--- config.mk ---
export PLATFORM = sky130hd
export DESIGN_NAME = sa_ctrl
export DESIGN_NICKNAME = d
export VERILOG_FILES = /design/src/rtl/sa_ctrl.sv
export SDC_FILE = /design/constraint.sdc
export NUM_CORES = 1
export LEC_CHECK = 0
export CAP_MARGIN = 25
export CORE_MARGIN = 2
export CORE_UTILIZATION = 47
export CTS_BUF_LIST = sky130_fd_sc_hd__clkbuf_16
export CTS_CLUSTER_SIZE = 25
export DETAILED_ROUTE_END_ITERATION = 16
export GPL_ROUTABILITY_DRIVEN = 0
export PLACE_DENSITY_LB_ADDON = 0.1
export SYNTH_ARGS = -nofsm -noshare
export SYNTH_HDL_FRONTEND = slang
export SYNTH_SLANG_ARGS = --single-unit
--- constraint.sdc ---
create_clock -name sys_clk -period 2.5 [get_ports sys_clk]
set_input_delay 0.5 -clock sys_clk [delete_from_list [all_inputs] [get_ports sys_clk]]
set_output_delay 0.5 -clock sys_clk [all_outputs]
set_load 0.01 [all_outputs]
--- src/rtl/sa_ctrl.sv ---
// Pass sequencer for the systolic array: weight load via ag_w, vector feed
// under input-buffer flow control, pipeline drain, then a completion pulse.
module sa_ctrl #(
  parameter int FEATURE_BITS = 4,
  parameter int VEC_BITS     = 8,
  parameter int DRAIN_CYCLES = 15
) (
  input  logic                sys_clk,
  input  logic                reset,
  input  logic                start,
  input  logic [VEC_BITS-1:0] num_vec,
  output logic                ag_start,
  input  logic                ag_done,
  input  logic                in_ready,
  output logic                feed_en,
  output logic [VEC_BITS-1:0] vec_idx,
  output logic                acc_clr,
  output logic                sa_en,
  output logic                busy,
  output logic                done
);

  localparam int DIM       = 2 ** (FEATURE_BITS - 1);
  // Counter is wide enough for the nominal 2*dim flush even if DRAIN_CYCLES is tuned lower.
  localparam int DRAIN_MAX = (DRAIN_CYCLES > 2 * DIM) ? DRAIN_CYCLES : 2 * DIM;
  localparam int DRAIN_W   = (DRAIN_MAX > 1) ? $clog2(DRAIN_MAX) : 1;

  typedef enum logic [2:0] {
    IDLE   = 3'd0,
    LOAD_W = 3'd1,
    WAIT_W = 3'd2,
    FEED   = 3'd3,
    DRAIN  = 3'd4,
    DONE   = 3'd5
  } state_t;

  state_t              state_reg, state_next;
  logic [VEC_BITS-1:0] vec_cnt_reg, vec_cnt_next;
  logic [VEC_BITS-1:0] num_vec_reg, num_vec_next;
  logic [DRAIN_W-1:0]  drain_cnt_reg, drain_cnt_next;
  logic                ag_start_reg, acc_clr_reg, busy_reg, done_reg;
  logic                last_vec;

  // The index stops at num_vec-1, so a full-scale count never wraps.
  assign last_vec = (vec_cnt_reg == num_vec_reg - VEC_BITS'(1));

  always_comb begin
    state_next     = state_reg;
    vec_cnt_next   = vec_cnt_reg;
    num_vec_next   = num_vec_reg;
    drain_cnt_next = drain_cnt_reg;
    case (state_reg)
      IDLE: begin
        if (start) begin
          vec_cnt_next = '0;
          if (num_vec != '0) begin
            num_vec_next = num_vec;
            state_next   = LOAD_W;
          end else begin
            state_next   = DONE;
          end
        end
      end
      LOAD_W: state_next = WAIT_W;
      WAIT_W: begin
        if (ag_done) state_next = FEED;
      end
      FEED: begin
        if (in_ready) begin
          if (last_vec) begin
            state_next     = DRAIN;
            drain_cnt_next = DRAIN_W'(DRAIN_CYCLES - 1);
          end else begin
            vec_cnt_next   = vec_cnt_reg + VEC_BITS'(1);
          end
        end
      end
      DRAIN: begin
        if (drain_cnt_reg == '0) state_next = DONE;
        else drain_cnt_next = drain_cnt_reg - DRAIN_W'(1);
      end
      DONE:    state_next = IDLE;
      default: state_next = IDLE;
    endcase
  end

  // Outputs that depend only on state are registered from the next-state decode.
  always_ff @(posedge sys_clk) begin
    if (reset) begin
      state_reg     <= IDLE;
      vec_cnt_reg   <= '0;
      num_vec_reg   <= '0;
      drain_cnt_reg <= '0;
      ag_start_reg  <= 1'b0;
      acc_clr_reg   <= 1'b0;
      busy_reg      <= 1'b0;
      done_reg      <= 1'b0;
    end else begin
      state_reg     <= state_next;
      vec_cnt_reg   <= vec_cnt_next;
      num_vec_reg   <= num_vec_next;
      drain_cnt_reg <= drain_cnt_next;
      ag_start_reg  <= (state_next == LOAD_W);
      acc_clr_reg   <= (state_next == FEED) && (state_reg != FEED);
      busy_reg      <= (state_next != IDLE);
      done_reg      <= (state_next == DONE);
    end
  end

  assign ag_start = ag_start_reg;
  assign acc_clr  = acc_clr_reg;
  assign busy     = busy_reg;
  assign done     = done_reg;
  assign vec_idx  = vec_cnt_reg;
  assign feed_en  = (state_reg == FEED) && in_ready;
  assign sa_en    = feed_en || (state_reg == DRAIN);

endmodule
* After elaboration in Yosys (flattened, before gate mapping)
Index checks and enable logic that the tools add are counted.
** Word-level totals
- Bits in registers :: 27
- Bits of input ports :: 13
- Logic and storage cells :: 52
** Operators by class
- Add/sub/neg operators :: 3
- Eq/ne operators :: 14
- Muxes and demuxes :: 15
- Reductions and logical operators :: 12
** Operator list (number)
- two-way mux 8 bit :: 3
- two-way mux 3 bit :: 6
- one-hot mux 8 bit (2 select lines) :: 1
- one-hot mux 3 bit (5 select lines) :: 1
- two-way mux 4 bit :: 3
- inequality test 2 bit, second input constant :: 5
- == test 3 x 2 -> 1 bit, second input constant :: 3
- adder 8 x 1 -> 8 bit, second input constant :: 1
- == test 8 bit :: 1
- one-hot mux 4 bit (2 select lines) :: 1
- AND reduction 4 bit :: 2
- nonzero test 8 bit :: 1
- subtractor 8 x 1 -> 8 bit, second input constant :: 1
- == test 3 x 1 -> 1 bit, second input constant :: 2
- == test 3 bit, second input constant :: 2
- logical NOT 4 bit :: 1
- nonzero test 2 bit :: 2
- subtractor 4 x 1 -> 4 bit, second input constant :: 1
- logical NOT 3 bit :: 1
- inequality test 3 x 2 -> 1 bit, second input constant :: 1
- AND reduction 3 bit :: 1
- nonzero test 3 bit :: 1
- logical AND 1 bit :: 2
- logical OR 1 bit :: 1

* Longest topological paths before layout
- Depth after elaboration :: 7
- Gate-level depth with buffers :: 10
- Depth with buffers taken out :: 8

* Worst setup path before layout
No wires, ideal clock.
- Path kind :: register to register
- Start :: register num_vec_reg[0]
- End :: register vec_cnt_reg[0] (netlist: vec_idx[0])
- Data arrival time :: 2.089 ns
- Required time :: 2.426 ns
- Path slack :: 0.337 ns
- Cell stages (with the launch flop) :: 10
- Period minus slack after synthesis :: 2.163 ns
- Cells stage by stage :: dfxtp_1 > inv_1 > ha_1 > o21ba_1 > a221oi_1 > a41oi_1 > nor4b_2 > buf_4 > mux2_2 > a31oi_1
** On the way
- Longest elaborated chain between the ends :: 4
** Ends and longest elaborated chain
- start: declaration :: RTL line 39 : logic [VEC_BITS-1:0] num_vec_reg, num_vec_next;
- start signal: assignment :: RTL line 101 : num_vec_reg <= num_vec_next;
- subtractor 8 x 1 -> 8 bit :: RTL line 45 : assign last_vec = (vec_cnt_reg == num_vec_reg - VEC_BITS'(1));
- == test 8 bit :: RTL line 45
- inequality test 2 bit (no source line)
- AND reduction 4 bit (no source line)
- end signal: assignment :: RTL line 100 : vec_cnt_reg <= vec_cnt_next;
- end: declaration :: RTL line 38 : logic [VEC_BITS-1:0] vec_cnt_reg, vec_cnt_next;
Every way passes these cells.
A chain may end at the register's enable or synchronous reset.

* Worst setup path in the final report
- Start :: register num_vec_reg[1]
- End :: register vec_cnt_reg[0] (netlist: vec_idx[0])
The elaborated chain is that of the path after synthesis.

==> flow_summary_export.csv <==
group,metric,value,unit
worst_setup_path,ff2ff_path_depth,9,
pwr,p_leak,0.711,nW
sta,rsz0062_at_grt,"no",
synthesis,yosys-top-cells-area,"dfxtp_1 35%, nand2_1 6.4%, a21oi_1 4.6%",
finish,final_util,0.623,
synthesis,yosysTopAreaCell,"dfxtp_1",
clock_tree,cts.reportedPaths.clkPinSlew,0.06,ns
worst_setup_path,path_class,"flop to flop",
worst_setup_path,cp.required,2.69,ns
pwr,comb_power_share,0.171,
clock_tree,cts_hold_buf,0,
synthesis,synthArstFlopShare,0,
die,die-area,3720,um^2
place,hpwl,2480,um
finish,multi_input_area,908,um^2
synthesis,syn-cell-area,1530,um^2
clock_tree,clock_latency,0.26,ns
synthesis,yosys-top-cells-count,"27 x dfxtp_1, 26 x nand2_1, 16 x nor2_1, 14 x a21oi_1",
finish,post_route_cells_drive_above_1_share,0.105,
pwr,p_switching,243,uW
drt,vias,1376,
worst_setup_path,r2r_start,"num_vec_reg[1]",
pwr,p_seq_frac,0.472,
global_routing,grt_use_total,0.205,
finish,num_antenna_cells,0,
pwr,pwr_density_cell,517,nW/um^2
pwr,ir_drop,0.319,mV
global_routing,grt_pass1_vias,1314,
worst_hold_path,whs_path_depth,2,
die,coreArea,3080,um^2
global_routing,grt_max_degree,21,
finish,final.fill_count,294,
clock_tree,cts_buffers,3,
drt,routed_wl,3340,um
synthesis,synth_fp_nets,200,
finish,area.sequential,542,um^2
sta,tightest_slew,0.549,ns
synthesis,ys_warn_count,0,
sta,fin_skew,0.00326,ns
sta,maxSlewViolCount,0,
sta,fin_setup_tns,0,ns
synthesis,syn_avg_cell_area,8.30,um^2
sta,relSlewSlack,0.630,
global_routing,grt_pass1_wl,5800,um
synthesis,yosysSeqAreaShare,0.354,
drt,antenna_left,0,
clock_tree,cts-root-buf,"clkbuf_16",
sta,fin_crit,2.38,ns
pwr,internal_power,748,uW
worst_setup_path,setup.worst_path.end,"vec_idx[0]",
global_routing,grt_overflow_total,0,
drt,vias_per_cell,5.44,
die,die_h,61.0,um
die,start_util,0.496,
clock_tree,cts.sinks,27,
worst_hold_path,hold_path.class,"flop to flop",
drt,first_iter_violations,64,
place,dp_slack,0.0903,ns
finish,areaGrowthSynthToFinish,25.5,%
pwr,clockPowerShare,0.357,
clock_tree,clockBufferDepth,2,
drt,route.detailed.drc,0,
worst_setup_path,startpoint_type,"flop",
worst_setup_path,critPathCaptureType,"flop",
pwr,sw_frac_of_total,0.245,
place,port_buffers,26,
sta,hold_violations,0,
sta,timing.fmax,0.421,GHz
sta,min_period_over_period,0.950,
die,io_pins,27,
worst_setup_path,rrSetupSlack,0.12,ns
synthesis,synthCells,184,
synthesis,synth_most_common_cell,"dfxtp_1",
clock_tree,h-tree-depth,1,
clock_tree,cts_tree,"built",
drt,wire_per_inst,13.2,um
clock_tree,cts_setup_buffers,0,
sta,setup_viol,0,
sta,finalWorstSetupSlack,0.124,ns
worst_setup_path,crit_arrival,2.57,ns
worst_setup_path,r2r-end,"vec_idx[0]",
run_status,status,"finished, final reports clean",
pwr,design_power_total,991,uW
finish,final_nets,226,
die,rows,20,
synthesis,synth_cell_types,52,
synthesis,synth_edf_count,0,
drt,drt_pass1_iterations,4,
synthesis,synth_top_cell_area_share,0.354,
synthesis,ys_ff_latch,27,
job,drv_cap,0,
worst_setup_path,path_max_fanout,20,
die,dieWidth,61.0,um
global_routing,antenna_found_initial,0,
worst_setup_path,startpoint,"num_vec_reg[1]",
synthesis,synthFlopType,"dfxtp_1",
[critical path, cell delays in order (launching register included)]
cell and delay, ns:
dfxtp_1 0.37, inv_1 0.06, ha_1 0.24, o21ba_1 0.21, a221oi_2 0.28, a41oi_1 0.09
nor4b_2 0.40, buf_12 0.20, mux2_2 0.34, a31oi_1 0.12
[metal layers]
metal  vias to the layer above  part of all wire  track usage
met3                         4             0.034       0.0336
met5                         -                 0            0
met1                       628              0.45        0.254
met2                        25              0.50        0.355
met4                         0             0.011       0.0839
li1                        719                 -            -
[placed cells by master (no fill, tap or decap), drive strengths merged, types with 2 or more instances in the layout]
master and instances:
xnor2 4, nor4 2, a31oi 3, and3 2, a21oi 15, buf 4
xor2 7, or4 5, nand2b 2, nor4b 2, nand2 27, nor2 17
dfxtp 27, inv 9, a221oi 2, nand3b 5, clkbuf 3, nand3 3
ha 3, o21ai 5, mux2i 2, clkdlybuf4s50 26, or3 2, nand4 3
o31ai 4, nor3 7, a22oi 2
[how the worst min path moves through the flow]
stage | slack, ns | startpoint | to
global route | 0.51 | num_vec_reg[7] | num_vec_reg[7]
floorplan | 0.45 | num_vec_reg[7] | num_vec_reg[7]
global placement | 0.47 | num_vec_reg[7] | num_vec_reg[7]
CTS | 0.48 | num_vec_reg[7] | num_vec_reg[7]
finish | 0.48 | num_vec_reg[7] | num_vec_reg[7]
detailed placement | 0.47 | num_vec_reg[7] | num_vec_reg[7]
[through the flow]
stage               hold WS, ns  cells  cell area, um^2
finish                    0.477    253             1920
global route              0.512    253             1920
CTS                       0.482    253             1910
detailed placement        0.473    249             1830
global placement          0.468    249             1830
floorplan                 0.449    184             1530
[final cells by class]
type | count | share of cell area
Clock buffer | 3 | 0.0392
Clock inverter | 1 | 0.00196
Inverter | 8 | 0.0157
Multi-Input combinational cell | 140 | 0.474
Sequential cell | 27 | 0.283
Tap cell | 44 | 0.0287
Timing Repair Buffer | 30 | 0.158
[cell families after synthesis]
group	share of synthesized area
fa+ha+maj	0.0246
xor+xnor	0.0631
compound gates	0.209
buf+inv	0.0598
simple gates	0.269
flops	0.354
mux	0.0205
[what timing repair did]
action,CTS,global route
setup endpoints to repair,0,3
hold endpoints to repair,0,0
resized for setup,0,2
[power by group through the flow]
stage | registers (mW) | logic (mW) | clock network [mW]
after global placement | 0.476 | 0.161 | 0
after global routing | 0.470 | 0.189 | 0.378
after CTS | 0.467 | 0.166 | 0.365
after floorplan | 0.475 | 0.107 | 0
after detailed placement | 0.476 | 0.166 | 0
final | 0.468 | 0.169 | 0.354
Note: power is estimated with default switching activity, not from simulation.
